[src/rtl/mem_arb_pkg.sv]
// Shared types and default tuning constants for the fetch/data memory port arbiter.
package mem_arb_pkg;

    typedef enum logic [1:0] {
        IDLE    = 2'd0,
        BUSY_IF = 2'd1,
        BUSY_DM = 2'd2
    } arb_state_t;

    localparam int STARVE_MAX_DEF = 4;
    localparam int TIMEOUT_DEF    = 16;

endpackage

[src/rtl/mem_port_arbiter.sv]
// Arbitrates the fetch and data stages onto one memory port, with a starvation
// guard for fetch and a watchdog that aborts accesses the memory never acknowledges.
import mem_arb_pkg::*;

module mem_port_arbiter #(
    parameter int AW         = 32,
    parameter int DW         = 32,
    parameter int STARVE_MAX = STARVE_MAX_DEF,
    parameter int TIMEOUT    = TIMEOUT_DEF
) (
    input  logic          clk,
    input  logic          rst,
    input  logic          if_req,
    input  logic [AW-1:0] if_addr,
    output logic          if_done,
    output logic [DW-1:0] if_rdata,
    output logic          stall_if,
    input  logic          dm_req,
    input  logic          dm_we,
    input  logic [AW-1:0] dm_addr,
    input  logic [DW-1:0] dm_wdata,
    output logic          dm_done,
    output logic [DW-1:0] dm_rdata,
    output logic          stall_mem,
    output logic          mem_req,
    output logic          mem_we,
    output logic [AW-1:0] mem_addr,
    output logic [DW-1:0] mem_wdata,
    input  logic          mem_ack,
    input  logic [DW-1:0] mem_rdata,
    output logic          err_timeout
);

    localparam int SW = $clog2(STARVE_MAX + 1);
    localparam int WW = (TIMEOUT > 1) ? $clog2(TIMEOUT) : 1;

    arb_state_t    state, state_nxt;
    logic [SW-1:0] starve_cnt;
    logic [WW-1:0] wd_cnt;
    logic          lat_we;
    logic [AW-1:0] lat_addr;
    logic [DW-1:0] lat_wdata;
    logic          err_q;

    logic busy, active, wd_expired, finish, starved, grant_dm, grant_if;

    // Grants only happen in IDLE; reset overrides any grant through the state register.
    always_comb begin
        busy       = (state != IDLE);
        active     = busy && !rst;
        wd_expired = busy && !mem_ack && (wd_cnt == WW'(TIMEOUT - 1));
        finish     = busy && (mem_ack || wd_expired);
        starved    = (starve_cnt == SW'(STARVE_MAX));
        grant_dm   = (state == IDLE) && !rst && dm_req && !(if_req && starved);
        grant_if   = (state == IDLE) && !rst && if_req && !grant_dm;
    end

    always_comb begin
        state_nxt = state;
        case (state)
            IDLE: begin
                if (grant_dm)
                    state_nxt = BUSY_DM;
                else if (grant_if)
                    state_nxt = BUSY_IF;
            end
            BUSY_IF, BUSY_DM: begin
                if (finish)
                    state_nxt = IDLE;
            end
            default: state_nxt = IDLE;
        endcase
    end

    always_ff @(posedge clk) begin
        if (rst) begin
            state      <= IDLE;
            starve_cnt <= '0;
            wd_cnt     <= '0;
            lat_we     <= 1'b0;
            lat_addr   <= '0;
            lat_wdata  <= '0;
            err_q      <= 1'b0;
        end else begin
            state <= state_nxt;
            if (grant_dm) begin
                lat_we    <= dm_we;
                lat_addr  <= dm_addr;
                lat_wdata <= dm_wdata;
                if (if_req && !starved)
                    starve_cnt <= starve_cnt + SW'(1);
            end else if (grant_if) begin
                lat_we     <= 1'b0;
                lat_addr   <= if_addr;
                lat_wdata  <= '0;
                starve_cnt <= '0;
            end
            if (grant_dm || grant_if)
                wd_cnt <= '0;
            else if (busy && !mem_ack)
                wd_cnt <= wd_cnt + WW'(1);
            if (wd_expired)
                err_q <= 1'b1;
        end
    end

    // The memory side sees only the latched request, and nothing at all while reset is held.
    always_comb begin
        mem_req     = active;
        mem_we      = active && lat_we;
        mem_addr    = active ? lat_addr : '0;
        mem_wdata   = active ? lat_wdata : '0;
        if_done     = active && (state == BUSY_IF) && (mem_ack || wd_expired);
        dm_done     = active && (state == BUSY_DM) && (mem_ack || wd_expired);
        if_rdata    = (active && (state == BUSY_IF) && mem_ack) ? mem_rdata : '0;
        dm_rdata    = (active && (state == BUSY_DM) && mem_ack) ? mem_rdata : '0;
        stall_if    = if_req && !if_done;
        stall_mem   = dm_req && !dm_done;
        err_timeout = err_q;
    end

endmodule

[config.mk]
export PLATFORM = sky130hd
export DESIGN_NAME = mem_port_arbiter
export DESIGN_NICKNAME = d
export VERILOG_FILES = /design/src/rtl/mem_arb_pkg.sv /design/src/rtl/mem_port_arbiter.sv
export SDC_FILE = /design/constraint.sdc
export NUM_CORES = 1
export LEC_CHECK = 0
export ABC_CLOCK_PERIOD_IN_PS = 2700
export CAP_MARGIN = 20
export CORE_ASPECT_RATIO = 0.7
export CORE_MARGIN = 1
export CORE_UTILIZATION = 35
export CTS_CLUSTER_SIZE = 24
export DETAILED_ROUTE_END_ITERATION = 10
export PLACE_DENSITY = 0.81
export SYNTH_ARGS = -nofsm -noshare
export SYNTH_HDL_FRONTEND = slang
export SYNTH_SLANG_ARGS = --single-unit
export TNS_END_PERCENT = 10
[constraint.sdc]
create_clock -name clk -period 2.7 [get_ports clk]
set_clock_uncertainty 0.2 [all_clocks]
set_input_delay 0.54 -clock clk [delete_from_list [all_inputs] [get_ports clk]]
set_output_delay 0.54 -clock clk [all_outputs]
set_load 0.05 [all_outputs]
==> results.toml, run 1 <==
[outcome]
status = "finished with violations"
violations = "negative setup slack"

[clock_tree]
cts_tree = "built"
post_cts_buffers = 0
clock-sinks = 75
numCtsBuffers = 9
clk_pin_slew_ps = 60
clock_latency_ps = 320
clk_path_buf_depth = 2
htree_num_levels = 3
cts_root_buf = "clkbuf_16"

[synthesis]
syn_inst = 430
synth_nets = 570
ys_ff_latch = 75
yosysWarnings = 0
synth.avg_cell_area_um2 = 8.55
netlist_area_um2 = 3680
synth_cell_types = 34
synth-seq-area-share_pct = 40.8

[worst_setup_path]
reg2reg_from = "state[0]$_SDFFE_PP0P_"
cp_data_arrival_time_ps = 2000
startpoint_type = "input port"
r2r_setup_slack_ps = 370
crit_type = "in2out"
rr_endpoint = "lat_addr[22]$_SDFFE_PP0P_"
startpoint = "mem_ack"
cp-endpoint = "stall_mem"
crit_fanout = 5
endpoint_kind = "output pin"
r2r_cells = 8
required_ps = 1960

[final_layout]
fin_nets = 835
final_cell_mix = "buf_12 (138), clkdlybuf4s50_1 (133), and2_1 (123)"
syn2layout_area_growth_pct = 124
final_common_cell = "buf_12"
drive_above_1_share_pct = 26.3
instances_no_fill = 827
stdcell_area_um2 = 8230
diodes = 0

[route]
wl_mm = 14.6
vias = 4077
routedWlPerCell_um = 17.6
drc_errors = 0
drt_iter0_markers = 224
viasPerCell = 4.93
dr.pass1.iters = 5
antenna_left = 0

[power_and_ir_drop]
ir_worst_vdd_mv = 0.368
powerDensity_nw_per_um2 = 597
leakage_nw = 3.42

[global_route]
grt_pass1_vias = 4147
grt_util_all_layers_pct = 26.2
antenna_found_initial = 0
grt_max_degree = 48
grt_pass1_wl_mm = 22.3
grt-ovfl-total = 0

[floorplanning]
initial_core_util_pct = 37.0
num_rows = 30
die_h_um = 87.7
core_um2 = 9950
die_width_um = 124
die_area_um2 = 10900
io_pins = 269

[timing]
setup_viol = 1
period_share_pct = 102
hold_ws_ps = 267
worstMarginPinSlew_ps = 674
fin_ws_ps = -40.9
hold_viol = 0
slew-limit-headroom_pct = 55.1
final.min_clock_period_ps = 2740
rsz0062_at_grt = "true"
fin_setup_tns_ps = -40.9
drv_slew = 0
fmaxAchievable_mhz = 365

[placement]
place_inst = 811
gp_congestion = 0.793
placed_area_um2 = 7870
port_buffers = 268
hpwl_mm = 11.1
pre_cts_ws_ps = -13.8

[hold_path]
hp-class = "reg2reg"
hold_depth = 1

[job]
maxCapViolCount = 0
[sequential cells by signal, indices dropped and copies added (netlist names)]
name and count:
starve_cnt 3, lat_addr 32, state 2, lat_wdata 32
wd_cnt 4, lat_we 1, err_timeout 1
[per-layer routing]
layer / track usage [%] / routed length (µm) / up-vias
li1: - / - / 1971
met1: 30.7 / 6010 / 1944
met2: 47.3 / 7530 / 148
met3: 7.94 / 867 / 14
met4: 6.46 / 187 / 0
met5: 0 / 0 / -
[cell families after synthesis]
family	count (synthesis)	share of synthesized area, %
buf+inv	37	5.72
simple gates	227	33.3
fa+ha+maj	6	2.04
xor+xnor	3	0.715
compound gates	82	17.4
flops	75	40.8
[critical path, stage by stage]
cell             delay, ps
clkdlybuf4s50_1        480
a31oi_1                340
nor3_2                  70
and2_1                 180
nor2b_1                210
buf_12                 170
[where the power goes]
group	switching, W	internal, W	total [W]
combinational	0.00124	0.00106	0.00230
sequential	0.000113	0.00132	0.00143
clock	0.000441	0.000735	0.00118
[cells in the mapped netlist, drive strengths merged]
master | count | area share [%]
a21o | 1 | 0.20
a21oi | 7 | 1.1
a22o | 33 | 7.9
a22oi | 32 | 6.5
a2bb2oi | 1 | 0.24
a31oi | 1 | 0.17
a41oi | 1 | 0.24
and2 | 131 | 22
and3 | 2 | 0.34
and4b | 1 | 0.37
buf | 18 | 3.8
clkbuf | 15 | 1.5
dfxtp | 75 | 41
ha | 6 | 2.0
inv | 4 | 0.41
nand2 | 72 | 7.4
nand3 | 3 | 0.41
nand3b | 1 | 0.20
nand4 | 1 | 0.17
nor2 | 9 | 0.92
nor2b | 2 | 0.34
nor3 | 1 | 0.14
nor3b | 1 | 0.20
o21ai | 3 | 0.41
o21bai | 1 | 0.20
o32a | 1 | 0.27
o41ai | 1 | 0.24
or2 | 1 | 0.17
or3 | 2 | 0.34
xnor2 | 1 | 0.24
xor2 | 2 | 0.48
[worst min-delay path by stage]
stage | from | end
after floorplan | lat_wdata[0]$_SDFFE_PP0P_ | lat_wdata[0]$_SDFFE_PP0P_
final | lat_wdata[2]$_SDFFE_PP0P_ | lat_wdata[2]$_SDFFE_PP0P_
after global routing | lat_wdata[19]$_SDFFE_PP0P_ | lat_wdata[19]$_SDFFE_PP0P_
after CTS | lat_wdata[2]$_SDFFE_PP0P_ | lat_wdata[2]$_SDFFE_PP0P_
after global placement | lat_wdata[6]$_SDFFE_PP0P_ | lat_wdata[6]$_SDFFE_PP0P_
after detailed placement | lat_wdata[21]$_SDFFE_PP0P_ | lat_wdata[21]$_SDFFE_PP0P_
[what timing repair did]
item / 4_1_cts / 5_1_grt
hold buffers: 0 / 0
resized for setup: 5 / 10
pin swaps: 0 / 1
cloned: 0 / 1
setup endpoints to repair: 10 / 69
[final cells by class]
class / instances / area [µm²]
repair buffers: 287 / 4240
multi-input cells: 318 / 2020
fillers: 574 / 1710
flip-flops and latches: 75 / 1500
clock buffers: 11 / 243
well taps: 128 / 160
clock inverters: 4 / 51.3
inverters: 4 / 15.0
[through the flow]
step | power (W) | util [%]
2_1_floorplan | 0.00265 | -
3_3_place_gp | 0.00364 | 79.1
3_5_place_dp | 0.00372 | 79.1
4_1_cts | 0.00493 | 82.3
5_1_grt | 0.00513 | 82.8
6_report | 0.00492 | 82.8
(Power assumes the default switching activity.)
==> run 2: changes to the inputs <==
MAX_ROUTING_LAYER = met4   (was default)
SKIP_LAST_GASP = 1   (was default)
==> run 2 against run 1 <==
Against the previous run: wire length shrank 1.4%; register-to-register slack got worse by 30 ps; utilization fell by 0.40 points; sequential share of layout area is 0.089 points higher; combinational power barely moved; via count hardly changed; clock-buffer cell count did not move; the run now ends clean; critical path depth did not move; critical endpoint unchanged; first-iteration DRC count down 26%; final cell count fell by 0.12%.
==> results.toml, run 2 (synthesis gave the netlist of run 1 again) <==
[floorplanning]
initial_core_util_pct = 37.0
core_um2 = 9950
io_pins = 269
die_width_um = 124
die_area_um2 = 10900
die_h_um = 87.7
num_rows = 30

[clock_tree]
numCtsBuffers = 9
htree_num_levels = 3
cts_tree = "built"
clk_pin_slew_ps = 60
clock-sinks = 75
clk_path_buf_depth = 2
ctsHoldBuffers = 0
cts_root_buf = "clkbuf_16"
clock_latency_ps = 330

[job]
maxCapViolCount = 0

[worst_setup_path]
endpoint_kind = "output pin"
slowest_delay_ps = 480
crit_type = "in2out"
crit_chain = "clkdlybuf4s50_1, a31oi_1, nor3_2, and2_1, nor2b_1, buf_12"
crit_fanout = 5
required_ps = 1960
slowest_stage = "clkdlybuf4s50_1"
cp_data_arrival_time_ps = 1950
startpoint_type = "input port"

[route]
viasPerCell = 4.93
vias = 4075
dr.pass1.iters = 4
wl_mm = 14.4
antenna_left = 0
routedWlPerCell_um = 17.4
drc_errors = 0
drt_iter0_markers = 166

[power_and_ir_drop]
intPower_w = 0.00311
seqPwrFrac_pct = 29.3
powerDensity_nw_per_um2 = 598
p_sw_w = 0.00179
design_power_total_w = 0.00490
leakage_nw = 3.40
ir_worst_vdd_mv = 0.369
power.share.clock_pct = 24.1
comb_power_share_pct = 46.7
swShare_pct = 36.6

[timing]
hold_viol = 0
fin_setup_tns_ps = 0
drv_slew = 0
period_share_pct = 99.6
rsz0062_at_grt = "true"
setup_viol = 0
final.min_clock_period_ps = 2690
slew-limit-headroom_pct = 55.1
worstMarginPinSlew_ps = 674
fin_ws_ps = 10.4
fmaxAchievable_mhz = 372

[final_layout]
diodes = 0
final_common_cell = "buf_12"
stdcell_area_um2 = 8190
syn2layout_area_growth_pct = 123
drive_above_1_share_pct = 25.6
fin_nets = 834
final_cell_mix = "buf_12 (138), clkdlybuf4s50_1 (134), and2_1 (125)"
reg_top3 = "lat_addr (32), lat_wdata (32), wd_cnt (4)"

[global_route]
grt-ovfl-total = 0
grt_util_all_layers_pct = 27.0
grt_pass1_wl_mm = 22.2
grt_pass1_vias = 4139
antenna_found_initial = 0
grt_max_degree = 48

[placement]
placed_area_um2 = 7870
pre_cts_ws_ps = -13.8
gp_congestion = 0.805
port_buffers = 268
hpwl_mm = 11.1

[outcome]
status = "completed"

[hold_path]
hp-class = "reg2reg"
==> run 2: stage by stage <==
step                      instances  utilization (%)  hold slack, ps
final                           826             82.4             268
after global routing            826             82.4             288
after CTS                       826             82.1             272
after detailed placement        811             79.1             250
after global placement          811             79.1             248
after floorplan                 430                -             234
==> run 2: critical path: cells and delay by family <==
| kind | cells | cell delay [ps] |
|---|---|---|
| buffers and inverters | 2 | 650 |
| and+or+nand+nor | 3 | 440 |
| AOI/OAI and AO/OA | 1 | 310 |
==> run 2: routing by layer <==
layer | routed length, µm | global-route usage (%)
met1 | 5910 | 31.2
met5 | 0 | -
met3 | 801 | 6.41
met2 | 7460 | 47.3
met4 | 216 | 7.12
==> run 2: cell type report <==
type / count / area [µm²]
well taps: 128 / 160
inverters: 4 / 15.0
multi-input cells: 318 / 2010
repair buffers: 286 / 4210
clock buffers: 11 / 243
flip-flops and latches: 75 / 1500
fillers: 583 / 1750
clock inverters: 4 / 51.3
==> run 2: worst paths after layout <==
check                           slack, ps                       from                   endpoint  cells after the start
worst max-delay path                   10                    mem_ack                  stall_mem                      6
worst min-delay path                  270  lat_wdata[2]$_SDFFE_PP0P_  lat_wdata[2]$_SDFFE_PP0P_                      1
worst max register to register        340      state[0]$_SDFFE_PP0P_  lat_addr[22]$_SDFFE_PP0P_                      8
worst min register to register        270  lat_wdata[2]$_SDFFE_PP0P_  lat_wdata[2]$_SDFFE_PP0P_                      1
==> run 2: power groups by stage <==
stage | sequential (W) | combinational [W] | clock (W)
floorplan | 0.00141 | 0.00124 | 0
global placement | 0.00143 | 0.00221 | 0
detailed placement | 0.00145 | 0.00227 | 0
CTS | 0.00143 | 0.00228 | 0.00121
global route | 0.00146 | 0.00241 | 0.00124
finish | 0.00144 | 0.00229 | 0.00118
==> run 2: timing repair <==
item	CTS	global route
buffers inserted	0	0
cloned	0	0
gates resized for setup	1	8
setup endpoints to repair	10	70
pin swaps	0	1
